**src/rtl/riscv_pkg.sv**
```systemverilog
// riscv_pkg: shared types and encodings for the multicycle RV32I-subset control path
package riscv_pkg;
    typedef enum logic [3:0] {
        S_FETCH, S_DECODE, S_MEMADR, S_MEMREAD, S_MEMWB, S_MEMWRITE,
        S_EXECR, S_EXECI, S_ALUWB, S_BEQ, S_JAL, S_TRAP
    } statetype_t;
    localparam logic [6:0] OP_LW  = 7'b0000011;
    localparam logic [6:0] OP_SW  = 7'b0100011;
    localparam logic [6:0] OP_R   = 7'b0110011;
    localparam logic [6:0] OP_I   = 7'b0010011;
    localparam logic [6:0] OP_BEQ = 7'b1100011;
    localparam logic [6:0] OP_JAL = 7'b1101111;
    localparam logic [1:0] ALUOP_ADD   = 2'b00;
    localparam logic [1:0] ALUOP_SUB   = 2'b01;
    localparam logic [1:0] ALUOP_FUNCT = 2'b10;
    localparam logic [2:0] ALU_ADD = 3'b000;
    localparam logic [2:0] ALU_SUB = 3'b001;
    localparam logic [2:0] ALU_AND = 3'b010;
    localparam logic [2:0] ALU_OR  = 3'b011;
    localparam logic [2:0] ALU_SLT = 3'b101;
    localparam logic [1:0] RES_ALUOUT    = 2'b00;
    localparam logic [1:0] RES_DATA      = 2'b01;
    localparam logic [1:0] RES_ALURESULT = 2'b10;
    localparam logic [1:0] SRCA_PC    = 2'b00;
    localparam logic [1:0] SRCA_OLDPC = 2'b01;
    localparam logic [1:0] SRCA_RS1   = 2'b10;
    localparam logic [1:0] SRCB_RS2  = 2'b00;
    localparam logic [1:0] SRCB_IMM  = 2'b01;
    localparam logic [1:0] SRCB_FOUR = 2'b10;
endpackage

```
**src/rtl/mc_aludec.sv**
```systemverilog
// mc_aludec: ALUOp/funct to alu_control decoder
// Ports: i_alu_op (ALUOp), i_funct3, i_op5 (op[5]), i_funct7b5, o_alu_control
module mc_aludec
    import riscv_pkg::*;
(
    input  logic [1:0] i_alu_op,
    input  logic [2:0] i_funct3,
    input  logic       i_op5,
    input  logic       i_funct7b5,
    output logic [2:0] o_alu_control
);
    // op[5] separates R-type sub from I-type addi, whose bit 30 is immediate data
    assign o_alu_control = i_alu_op == ALUOP_SUB     ? ALU_SUB :
                           i_alu_op != ALUOP_FUNCT   ? ALU_ADD :
                           i_funct3 == 3'b000        ? (i_op5 & i_funct7b5 ? ALU_SUB : ALU_ADD) :
                           i_funct3 == 3'b010        ? ALU_SLT :
                           i_funct3 == 3'b110        ? ALU_OR  :
                           i_funct3 == 3'b111        ? ALU_AND : ALU_ADD;
endmodule

```
**src/rtl/multicycle_ctrl.sv**
```systemverilog
// multicycle_ctrl: Moore sequencing FSM for the shared-memory multicycle datapath
// Inputs: clk, reset (async, active-low), op/funct3/funct7b5 from IR, zero flag, mem_ready handshake
// Outputs: datapath enables/selects, imm_src, alu_control, retire pulse, illegal (TRAP)
module multicycle_ctrl
    import riscv_pkg::*;
(
    input  logic       clk,
    input  logic       reset,
    input  logic [6:0] op,
    input  logic [2:0] funct3,
    input  logic       funct7b5,
    input  logic       zero,
    input  logic       mem_ready,
    output logic       pc_write,
    output logic       adr_src,
    output logic       mem_write,
    output logic       ir_write,
    output logic [1:0] result_src,
    output logic [1:0] alu_src_a,
    output logic [1:0] alu_src_b,
    output logic [1:0] imm_src,
    output logic [2:0] alu_control,
    output logic       reg_write,
    output logic       retire,
    output logic       illegal
);
    statetype_t r_state, w_next;
    logic [1:0] w_alu_op;

    always_ff @(posedge clk or negedge reset)
        if (!reset) r_state <= S_FETCH;
        else        r_state <= w_next;

    always_comb begin
        w_next     = r_state;
        pc_write   = 1'b0;
        adr_src    = 1'b0;
        mem_write  = 1'b0;
        ir_write   = 1'b0;
        result_src = RES_ALUOUT;
        alu_src_a  = SRCA_PC;
        alu_src_b  = SRCB_RS2;
        w_alu_op   = ALUOP_ADD;
        reg_write  = 1'b0;
        retire     = 1'b0;
        illegal    = 1'b0;
        case (r_state)
            S_FETCH: begin
                alu_src_b  = SRCB_FOUR;
                result_src = RES_ALURESULT;
                ir_write   = mem_ready;
                pc_write   = mem_ready;
                w_next     = mem_ready ? S_DECODE : S_FETCH;
            end
            S_DECODE: begin
                alu_src_a = SRCA_OLDPC;
                alu_src_b = SRCB_IMM;
                w_next    = (op == OP_LW || op == OP_SW) ? S_MEMADR :
                            op == OP_R   ? S_EXECR :
                            op == OP_I   ? S_EXECI :
                            op == OP_BEQ ? S_BEQ   :
                            op == OP_JAL ? S_JAL   : S_TRAP;
            end
            S_MEMADR: begin
                alu_src_a = SRCA_RS1;
                alu_src_b = SRCB_IMM;
                w_next    = op[5] ? S_MEMWRITE : S_MEMREAD;
            end
            S_MEMREAD: begin
                adr_src = 1'b1;
                w_next  = mem_ready ? S_MEMWB : S_MEMREAD;
            end
            S_MEMWB: begin
                result_src = RES_DATA;
                reg_write  = 1'b1;
                retire     = 1'b1;
                w_next     = S_FETCH;
            end
            S_MEMWRITE: begin
                adr_src   = 1'b1;
                mem_write = 1'b1;
                retire    = mem_ready;
                w_next    = mem_ready ? S_FETCH : S_MEMWRITE;
            end
            S_EXECR: begin
                alu_src_a = SRCA_RS1;
                w_alu_op  = ALUOP_FUNCT;
                w_next    = S_ALUWB;
            end
            S_EXECI: begin
                alu_src_a = SRCA_RS1;
                alu_src_b = SRCB_IMM;
                w_alu_op  = ALUOP_FUNCT;
                w_next    = S_ALUWB;
            end
            S_ALUWB: begin
                reg_write = 1'b1;
                retire    = 1'b1;
                w_next    = S_FETCH;
            end
            S_BEQ: begin
                alu_src_a = SRCA_RS1;
                w_alu_op  = ALUOP_SUB;
                pc_write  = zero;
                retire    = 1'b1;
                w_next    = S_FETCH;
            end
            S_JAL: begin
                alu_src_a = SRCA_OLDPC;
                alu_src_b = SRCB_FOUR;
                pc_write  = 1'b1;
                reg_write = 1'b1;
                retire    = 1'b1;
                w_next    = S_FETCH;
            end
            S_TRAP:  illegal = 1'b1;
            default: w_next = S_FETCH;
        endcase
        // state is already FETCH during reset; only the mem_ready-driven enables need masking
        if (!reset) begin
            pc_write  = 1'b0;
            ir_write  = 1'b0;
            mem_write = 1'b0;
            reg_write = 1'b0;
            retire    = 1'b0;
        end
    end

    assign imm_src = op == OP_SW  ? 2'b01 :
                     op == OP_BEQ ? 2'b10 :
                     op == OP_JAL ? 2'b11 : 2'b00;

    mc_aludec u_aludec (
        .i_alu_op     (w_alu_op),
        .i_funct3     (funct3),
        .i_op5        (op[5]),
        .i_funct7b5   (funct7b5),
        .o_alu_control(alu_control)
    );
endmodule

```
**config.mk**
```make
export PLATFORM = sky130hd
export DESIGN_NAME = multicycle_ctrl
export DESIGN_NICKNAME = d
export VERILOG_FILES = /design/src/rtl/riscv_pkg.sv /design/src/rtl/mc_aludec.sv /design/src/rtl/multicycle_ctrl.sv
export SDC_FILE = /design/constraint.sdc
export NUM_CORES = 1
export LEC_CHECK = 0
export BUFFER_PORTS_ARGS = -buffer_cell sky130_fd_sc_hd__buf_2
export CORE_AREA = 2 2 39 41
export CTS_CLUSTER_DIAMETER = 60
export DETAILED_ROUTE_END_ITERATION = 8
export DIE_AREA = 0 0 41 43
export GPL_TIMING_DRIVEN = 1
export PLACE_DENSITY_LB_ADDON = 0.3
export SLEW_MARGIN = 20
export SYNTH_ARGS = -nofsm -noshare
export SYNTH_HDL_FRONTEND = slang
export SYNTH_SLANG_ARGS = --single-unit
```
**constraint.sdc**
```tcl
create_clock -name clk -period 2.3 [get_ports clk]
set_input_delay 0 -clock clk [delete_from_list [all_inputs] [get_ports clk]]
set_output_delay 0 -clock clk [all_outputs]
set_load 0.1 [all_outputs]
```
==> summary.txt, run 1 <==
Die
  – Die Outline Area: 1760 µm²
  – Row Count: 14
  – Die width: 41 µm
  – Initial Utilization: 42.8%
  – Die height: 43 µm
  – IO Count: 33
  – Core ar.: 1380 µm²

Global route
  – GR Util All Layers: 23.3%
  – GR Overflow Total: 0
  – First-pass GRT wire length: 2.87 mm
  – Largest net degree at the start of global routing: 21
  – Initial antenna violation count: 0
  – Vias in the first global route: 652

Timing
  – Max-slew headroom: 67.3%
  – Crit path time final: 2060 ps
  – Fin. max-slew vios: 0
  – Max Clock Skew: 11.7 ps
  – RSZ-0062 raised after global routing: no
  – Worst-margin pin slew: 491 ps
  – Fmax: 486 MHz
  – Crit share post-route: 89.4%
  – Final setup fails: 0
  – Post-Route Setup TNS: 0 ps
  – Endpoints failing hold: 0
  – WHS: 113 ps

Route
  – Via Count: 769
  – Post-route DRC: 0
  – Drt pass-1 iters: 4
  – Drt wl/cell: 12.7 µm
  – Starting DRT DRC Count: 23
  – Routed Antenna Nets: 0
  – Avg Vias per Cell: 5.65
  – Final WL: 1.73 mm

Synth
  – Avg Cell Area, Syn: 6.73 µm²
  – EDFF count, synth: 0
  – Distinct cells, synth: 37
  – Net Count, Synth: 103
  – Sequential area share after synthesis: 16.9%
  – Seq cells post-synth: 4
  – Async SR Flop Fraction: 100%
  – Top cells by area, synth: dfrtp_1 (17%), nand2b_1 (7.4%), nor2_1 (7.0%)
  – Yosys top cell area share: 16.9%
  – Area leader, netlist: dfrtp_1
  – Mapped Area: 592 µm²
  – Synth Warn #: 0
  – Cell count after synthesis: 88
  – Synth Flop Type: dfrtp_1

Run
  – Max_cap viols: 0

Critical path
  – Required time worst endpoint: 2300 ps
  – Critical Path Max Stage Delay: 640 ps
  – Reg2Reg Launch Point: r_state[3]$_DFFE_PN0N_
  – Worst-path cell chain: nor2b_1, nand2_1, o32ai_2, buf_2
  – CP bufs+invs: 1
  – CP Launch Type: flop
  – Crit path max fanout: 17
  – Crit-path leading delay family: flip-flops
  – Crit. Startpoint: r_state[2]$_DFFE_PN0N_
  – Critical Path End Type: output pin
  – Slowest CP cell: dfrtp_1
  – Worst Path Arrival: 2060 ps
  – Setup CP Type: flop to output pin

Clock network
  – CTS Sinks: 4
  – Htree depth: 1
  – Worst-Skew Late Latency: 250 ps
  – Clk slew on worst S/H paths: 40 ps
  – Setup Fix Bufs, Post-CTS: 0
  – TritonCTS clock tree: done
  – Clk Tree Root Cell: clkbuf_4
  – Clock Path Buffers: 2
  – Total CTS buffers: 3

Place
  – GP Congestion: 0.831
  – IO buf count: 32
  – Hpwl dp: 1.31 mm

Layout
  – Largest Register: r_state
  – Antenna Cells: 0
  – Number of flip-flops under the largest register name: 4
  – Synthesis-to-layout area growth: 41.4%
  – Regs by FF count: r_state (4)
  – Share of cells above drive strength 1: 39.2%
  – Final nets: 137

Min path
  – Type of the worst min-delay path: primary input to asynchronous set/reset pin

Run status
  – Outcome: completed
==> cells by family after synthesis <==
logic type / count (synthesis) / share of synthesized area (%)
AOI/OAI and AO/OA: 17 / 18.6
xor gates and xnor gates: 1 / 1.48
buffers and inverters: 10 / 8.03
DFF: 4 / 16.9
muxes: 2 / 3.59
and+or+nand+nor: 54 / 51.4
==> through the flow <==
step | util, % | instance area, µm² | worst slack [ps] | instances
after floorplan | - | 639 | -657 | 88
after global placement | 57.4 | 795 | 583 | 131
after detailed placement | 57.4 | 795 | 528 | 131
after CTS | 60.5 | 837 | 263 | 136
after global routing | 60.5 | 837 | 78.0 | 136
final | 60.5 | 837 | 244 | 136
==> cell type report <==
class / count / area, µm²
clock buffer: 3 / 22.5
tap: 16 / 20.0
multi-input combinational: 74 / 492
inverter: 4 / 15.0
timing repair buffer: 35 / 188
fill: 133 / 547
sequential: 4 / 100
==> cells in the final DEF (no fill, tap or decap), types with 3 or more instances in the layout <==
cell type  synthesis  routed
nor3_2             1       3
buf_2              2      32
nor2b_1            5       5
nand2b_1           7       7
nand2_1            8       8
dfrtp_1            4       4
nor2_1            11      11
nor3_1             5       3
nand3_1            3       3
a21oi_1            5       5
clkbuf_4           0       3
o22ai_1            3       3
inv_1              3       3
==> Yosys cell counts (2+ instances only) <==
| cell type | number |
|---|---|
| nor2_1 | 11 |
| nand2_1 | 8 |
| nand2b_1 | 7 |
| a21oi_1 | 5 |
| nor2b_1 | 5 |
| nor3_1 | 5 |
| dfrtp_1 | 4 |
| inv_1 | 3 |
| nand3_1 | 3 |
| o22ai_1 | 3 |
| a31oi_1 | 2 |
| and2_1 | 2 |
| and3_1 | 2 |
| buf_2 | 2 |
| clkbuf_1 | 2 |
| nor3b_1 | 2 |
| o32ai_1 | 2 |
==> metal layers <==
layer	track usage, %	routed length [µm]	vias to the layer above
li1	-	-	385
met1	32.9	719	344
met2	34.1	875	37
met3	3.14	113	3
met4	10.0	24	0
met5	0	0	-
==> path summary, 6_finish.rpt <==
kind	to	slack [ps]	cells past startpoint
min reg2reg	r_state[2]$_DFFE_PN0N_	760	3
min	r_state[0]$_DFFE_PN0N_	110	2
max reg2reg	r_state[0]$_DFFE_PN0N_	810	4
min in group clk	r_state[0]$_DFFE_PN0N_	130	3
max	alu_control[0]	240	4
max in group asynchronous	r_state[1]$_DFFE_PN0N_	2010	2
==> what timing repair did <==
item	CTS	global route
hold buffers	2	0
hold endpoints to repair	5	0
gates resized for setup	0	0
endpoints found under the setup margin	0	0
Power of run 1 is left out: the tool's default activity adds up to more than one toggle a clock period on the data nets, which glitch-free logic cannot reach.
==> run 2, diff against run 1 <==
==> constraint.sdc (replaced) <==
create_clock -name clk -period 2.3 [get_ports clk]
set_input_delay 0 -clock clk [delete_from_list [all_inputs] [get_ports clk]]
set_output_delay 0 -clock clk [all_outputs]
set_load 0.01 [all_outputs]
==> run 2 against run 1 <==
Effect of this change: maximum frequency rose by 20%; via count fell by 2.3%; worst hold slack got worse by 96 ps; routed wire length fell by 13%; clock skew fell by 7.8 ps; sequential share of layout area rose by 1.0 points; final cell count fell by 1.5%; register-to-register slack got worse by 30 ps; non-clock buffer count fell by 2; sequential cell count did not move; largest cell class unchanged.
==> summary.txt, run 2 (same netlist as run 1, synthesis figures left out) <==
Run status
  – Outcome: completed

Global route
  – Initial antenna violation count: 0 (unchanged)
  – Grt met3 use: 1.57% (-1.6 points)
  – GR Overflow Total: 0 (unchanged)
  – GR Util All Layers: 19.7% (-3.6 points)
  – Vias in the first global route: 633 (-2.9%)
  – Met1 Use GR: 24.8% (-8.1 points)
  – Grt met2 use: 33.4% (-0.63 points)
  – Largest net degree at the start of global routing: 22 (+4.8%)
  – First-pass GRT wire length: 2.46 mm (-14%)
  – GR peak layer: met2

Layout
  – Antenna Cells: 0 (unchanged)
  – Utilization after layout: 55.8% (-4.7 points)
  – Share of cells above drive strength 1: 33.1% (-6.1 points)
  – Most common cell after layout, fill and taps aside: buf_2
  – Largest Register: r_state
  – Final nets: 135 (-1.5%)
  – Synthesis-to-layout area growth: 30.4%
  – Commonest non-fill, non-tap cells in the layout: buf_2 (32), nor2_1 (11), nand2_1 (8)
  – Fill cells: 139 (+4.5%)
  – Number of flip-flops under the largest register name: 4 (unchanged)
  – Final std cells w/o fill: 134 (-1.5%)
  – Regs by FF count: r_state (4)

Critical path
  – R2R Setup Slk: 780 ps (-30 ps)
  – Critical Path End Type: output pin
  – CP Launch Type: flop
  – Required time worst endpoint: 2300 ps (about the same)
  – Worst Path Arrival: 1710 ps (-350 ps)
  – Worst r2r path cells: 4 (unchanged)
  – Reg2Reg Launch Point: r_state[0]$_DFFE_PN0N_
  – Worst r2r dst: r_state[0]$_DFFE_PN0N_
  – Setup CP Type: flop to output pin
  – Crit path max fanout: 14 (-3)

Timing
  – RSZ-0062 raised after global routing: no
  – Post-Route Setup TNS: 0 ps (unchanged)
  – Post-route setup slack: 588 ps (+344 ps)
  – Final setup fails: 0 (unchanged)
  – Max-slew headroom: 61.8% (-5.5 points)
  – Fmax: 584 MHz (+20%)
  – Endpoints failing hold: 0 (unchanged)
  – Crit share post-route: 74.4% (-15 points)
  – Worst-margin pin slew: 574 ps (+82.8 ps)
  – Fin. max-slew vios: 0 (unchanged)
  – Max Clock Skew: 3.85 ps (-7.84 ps)
  – Crit path time final: 1710 ps (-344 ps)

Power
  – Sw Ratio: 50.7%
  – P_sw: 437 µW
  – Logic pwr share: 64.0%
  – Max VDD drop: 0.429 mV
  – Pwr Density: 1120 nW/µm²
  – Pwr Total: 863 µW
  – Cell Int Power: 426 µW
  – Seq pwr share: 26.0%
  – Clock network power share: 9.9%
  – Leak Pwr: 0.000389 µW

Die
  – IO Count: 33 (unchanged)
  – Initial Utilization: 42.8% (unchanged)
  – Die Outline Area: 1760 µm² (unchanged)
  – Row Count: 14 (unchanged)
  – Die width: 41 µm (unchanged)
  – Core ar.: 1380 µm² (unchanged)
  – Die height: 43 µm (unchanged)

Route
  – Final WL: 1.50 mm (-13%)
  – Routed Antenna Nets: 0 (unchanged)
  – Drt wl/cell: 11.2 µm (-12%)
  – Avg Vias per Cell: 5.60 (-0.88%)
  – Drt pass-1 iters: 4 (unchanged)
  – Via Count: 751 (-2.3%)
  – Post-route DRC: 0 (unchanged)
  – Starting DRT DRC Count: 12 (-48%)

Place
  – IO buf count: 32 (unchanged)
  – GP Congestion: 0.807 (-3.0%)
  – Hpwl dp: 1.20 mm (-8.4%)
  – # placed instances: 130 (-0.76%)
  – Setup WS pre-CTS: 805 ps (+276 ps)

Clock network
  – Htree depth: 1 (unchanged)
  – Clk Tree Root Cell: clkbuf_4
  – Setup Fix Bufs, Post-CTS: 0 (unchanged)
  – Total CTS buffers: 3 (unchanged)
  – Clk slew on worst S/H paths: 40 ps (about the same)
  – Clock Path Buffers: 2 (unchanged)
  – TritonCTS clock tree: done
  – Worst-Skew Late Latency: 240 ps (about the same)
  – CTS Sinks: 4 (unchanged)

Min path
  – Hold depth: 3
  – Worst Hold Endpoint: r_state[2]$_DFFE_PN0N_
  – Type of the worst min-delay path: primary input to flop
  – Worst hold start: op[4]

Run
  – Max_cap viols: 0 (unchanged)
[run 2: power by group through the flow]
stage                     Sequential [µW]  Clock (µW)  Combinational (µW)
after floorplan                       118           0                 512
after global placement                219           0                 553
after detailed placement              222           0                 556
after CTS                             221        88.9                 558
after global routing                  239        95.7                 621
final                                 225        85.7                 553
[run 2: routing by layer]
metal | share of wire, % | up-vias
met5 | 0 | -
met4 | 1.1 | 0
met3 | 5.5 | 2
met2 | 50 | 29
met1 | 44 | 343
li1 | - | 377
[run 2: worst max-delay path, cell delays in order, from the launching register on]
cell	delay, ps
dfrtp_1	510
nand2b_1	280
mux2_2	290
o22ai_1	130
and2_1	140
buf_2	120
[run 2: cell type report]
cell class                      instances  area (µm²)  area share (%)
Clock buffer                            3        22.5            2.92
Inverter                                4        15.0            1.94
Multi-Input combinational cell         74         444            57.5
Sequential cell                         4         100            13.0
Tap cell                               16        20.0            2.59
Timing Repair Buffer                   33         170            22.0
[run 2: what timing repair did]
| action | CTS | global route |
|---|---|---|
| endpoints found under the hold margin | 4 | 0 |
| endpoints found under the setup margin | 0 | 0 |
| hold buffers | 1 | 0 |
| resized for setup | 0 | 0 |
[run 2: worst max-delay path by stage]
stage | from | endpoint | slack (ps)
after floorplan | r_state[3]$_DFFE_PN0N_ | ir_write | 940
after global placement | r_state[0]$_DFFE_PN0N_ | r_state[0]$_DFFE_PN0N_ | 830
after detailed placement | r_state[0]$_DFFE_PN0N_ | r_state[0]$_DFFE_PN0N_ | 800
after CTS | r_state[3]$_DFFE_PN0N_ | retire | 600
after global routing | r_state[0]$_DFFE_PN0N_ | pc_write | 430
final | r_state[3]$_DFFE_PN0N_ | retire | 590
[run 2: through the flow]
step / area [µm²] / hold slack (ps)
6_report: 772 / 17.1
5_1_grt: 772 / 46.6
4_1_cts: 772 / 19.2
3_5_place_dp: 739 / -163
3_3_place_gp: 739 / -159
2_1_floorplan: 592 / -296
No activity file was read; power rests on OpenSTA's default activity.
==> run 3, diff against run 2 <==
- ABC_AREA: not set -> 1
- clock period: 2.3 -> 1.63 ns (I/O delays scaled with it)
==> run 3 against run 2 <==
Effect of this change: clock skew increased by 3.1 ps; routed wire length increased by 2.5%; sequential cell count unchanged; worst hold slack improved by 110 ps; clock power increased by 46%; count of clock-buffer cells in the layout unchanged; register-to-register slack got worse by 290 ps; sequential power decreased by 14%; core utilization decreased by 3.9 points; critical path depth increased by 1; sequential share of layout area increased by 0.97 points; critical endpoint is now alu_control[0]; largest power group unchanged.
==> summary.txt, run 3 <==
Layout
  – Number of flip-flops under the largest register name: 4 (unchanged)
  – Synthesis-to-layout area growth: 42.8%
  – Utilization after layout: 51.9% (-3.9 points)
  – Regs by FF count: r_state (4)
  – Share of cells above drive strength 1: 33.8% (+0.80 points)
  – Final nets: 147 (+8.9%)
  – Antenna Cells: 0 (unchanged)
  – Largest Register: r_state
  – Most common cell after layout, fill and taps aside: buf_2
  – Fill cells: 153 (+10%)
  – Commonest non-fill, non-tap cells in the layout: buf_2 (32), nand2_1 (26), nor2_1 (16)

Critical path
  – Worst Path Arrival: 1400 ps (-310 ps)
  – R2R Setup Slk: 490 ps (-290 ps)
  – Critical Path End Type: output pin
  – Required time worst endpoint: 1630 ps (-670 ps)
  – CP Launch Type: flop
  – Setup CP Type: flop to output pin
  – Crit path max fanout: 4 (-10)

Synth
  – Area leader, netlist: dfrtp_1
  – Most numerous cell in the Yosys netlist: nand2_1
  – Post-synth top cells: nand2_1 (26), nor2_1 (17), inv_1 (15)
  – Distinct cells, synth: 16 (-57%)
  – Top cells by area, synth: dfrtp_1 (20%), nand2_1 (19%), nor2_1 (13%)
  – Synth Flop Type: dfrtp_1
  – Yosys top cell area share: 19.9% (+3.0 points)
  – Async SR Flop Fraction: 100% (unchanged)
  – Net Count, Synth: 109 (+5.8%)
  – Synth Warn #: 0 (unchanged)
  – EDFF count, synth: 0 (unchanged)
  – Sequential area share after synthesis: 19.9% (+3.0 points)
  – Avg Cell Area, Syn: 5.35 µm² (-20%)
  – Cell count after synthesis: 94 (+6.8%)
  – Mapped Area: 503 µm² (-15%)
  – Seq cells post-synth: 4 (unchanged)

Power
  – Sw Ratio: 52.4% (+1.8 points)
  – Cell Int Power: 504 µW (+18%)
  – Max VDD drop: 0.582 mV (+36%)
  – Logic pwr share: 69.9% (+5.9 points)
  – Leak Pwr: 0.000444 µW (+14%)
  – Clock network power share: 11.8% (+1.9 points)
  – Seq pwr share: 18.3% (-7.7 points)
  – Pwr Density: 1480 nW/µm² (+32%)
  – P_sw: 556 µW (+27%)

Clock network
  – Setup Fix Bufs, Post-CTS: 0 (unchanged)
  – Total CTS buffers: 3 (unchanged)
  – Clock Path Buffers: 2 (unchanged)
  – Clk Tree Root Cell: clkbuf_4
  – Worst-Skew Late Latency: 240 ps (about the same)
  – TritonCTS clock tree: done
  – Htree depth: 1 (unchanged)
  – CTS Sinks: 4 (unchanged)
  – Clk slew on worst S/H paths: 40 ps (about the same)

Timing
  – Crit share post-route: 86.1%
  – Fmax: 713 MHz
  – Worst-margin pin slew: 236 ps (-338 ps)
  – Final setup fails: 0 (unchanged)
  – Fin. max-slew vios: 0 (unchanged)
  – Max Clock Skew: 6.99 ps (+3.14 ps)
  – Endpoints failing hold: 0 (unchanged)
  – Max-slew headroom: 84.2% (+22 points)
  – RSZ-0062 raised after global routing: no
  – Crit path time final: 1400 ps
  – Post-Route Setup TNS: 0 ps (unchanged)

Die
  – Die height: 43 µm (unchanged)
  – Die Outline Area: 1760 µm² (unchanged)
  – IO Count: 33 (unchanged)
  – Row Count: 14 (unchanged)
  – Die width: 41 µm (unchanged)
  – Initial Utilization: 36.3% (-6.4 points)
  – Core ar.: 1380 µm² (unchanged)

Route
  – Avg Vias per Cell: 5.02 (-10%)
  – Via Count: 733 (-2.4%)
  – Final WL: 1.54 mm (+2.5%)
  – Post-route DRC: 0 (unchanged)
  – Drt wl/cell: 10.5 µm (-6.0%)
  – Routed Antenna Nets: 0 (unchanged)
  – Starting DRT DRC Count: 18 (+6)
  – Drt pass-1 iters: 4 (unchanged)

Place
  – Hpwl dp: 1.27 mm (+5.6%)
  – GP Congestion: 0.794 (-1.5%)
  – IO buf count: 32 (unchanged)

Min path
  – Type of the worst min-delay path: primary input to asynchronous set/reset pin

Global route
  – GR Util All Layers: 21.3% (+1.7 points)
  – Initial antenna violation count: 0 (unchanged)
  – Vias in the first global route: 670 (+5.8%)
  – First-pass GRT wire length: 2.63 mm (+7.0%)
  – GR Overflow Total: 0 (unchanged)
  – Largest net degree at the start of global routing: 8 (-64%)

Run status
  – Outcome: completed

Run
  – Max_cap viols: 0 (unchanged)
[run 3: changes by cell type in the layout (fill, tap and decap cells not counted), moves of 6 or more]
cell      delta
nand2b_1     -7
o21ai_0      +6
nand3_1      +6
nand2_1     +18
inv_1       +12
[run 3: metrics by stage]
stage,instances,instance area [µm²],setup WS [ps],total power (µW),hold slack (ps)
2_1_floorplan,94,503,605,672,-296
3_3_place_gp,142,683,479,905,-167
6_report,146,718,227,1060,123
4_1_cts,146,716,192,1060,119
5_1_grt,146,718,83.4,1170,149
3_5_place_dp,142,683,465,922,-166
[run 3: metal layers]
metal	track usage (%)	vias to the layer above	wire, µm
li1	-	370	-
met1	22.7	329	620
met2	36.6	32	817
met3	5.76	2	93
met4	9.33	0	8
met5	0	-	0
[run 3: worst paths after layout]
kind | start | to | depth (start not counted)
min reg2reg | r_state[0]$_DFFE_PN0N_ | r_state[3]$_DFFE_PN0N_ | 4
max reg2reg | r_state[2]$_DFFE_PN0N_ | r_state[1]$_DFFE_PN0N_ | 4
max | r_state[3]$_DFFE_PN0N_ | alu_control[0] | 6
max in group asynchronous | reset | r_state[2]$_DFFE_PN0N_ | 2
min | reset | r_state[1]$_DFFE_PN0N_ | 2
min in group clk | op[4] | r_state[2]$_DFFE_PN0N_ | 3
[run 3: what timing repair did]
| action | CTS | global route |
|---|---|---|
| gates resized for setup | 0 | 1 |
| hold endpoints to repair | 4 | 0 |
| endpoints found under the setup margin | 0 | 1 |
| hold buffers | 1 | 0 |
[run 3: cells by family (layout without fill, tap and decap cells)]
| kind of cell | count (synthesis) | after routing | share of synthesized area [%] |
|---|---|---|---|
| flip-flops | 4 | 4 | 19.9 |
| AO/OA/AOI/OAI | 10 | 10 | 10.9 |
| AND/OR/NAND/NOR | 62 | 62 | 55.7 |
| buffers and inverters | 18 | 54 | 13.4 |
[run 3: power by group through the flow]
stage / Clock, µW / Sequential, µW / Combinational, µW
floorplan: 0 / 183 / 490
finish: 125 / 194 / 741
global placement: 0 / 190 / 715
global route: 133 / 203 / 836
CTS: 131 / 193 / 733
detailed placement: 0 / 192 / 730
[run 3: area by class of cell]
cell class,instances,area (µm²),share of cell area [%]
inverter,18,67.6,9.41
timing repair buffer,33,170,23.7
tap,16,20.0,2.79
multi-input combinational,72,338,47.0
sequential,4,100,13.9
clock buffer,3,22.5,3.14
[run 3: critical path, cell delays in order (launching register included)]
cell and delay (ps):
dfrtp_1 390, inv_1 90, nand2_1 120, nor2_1 160, nand2_1 90, o21ai_0 160, buf_2 150
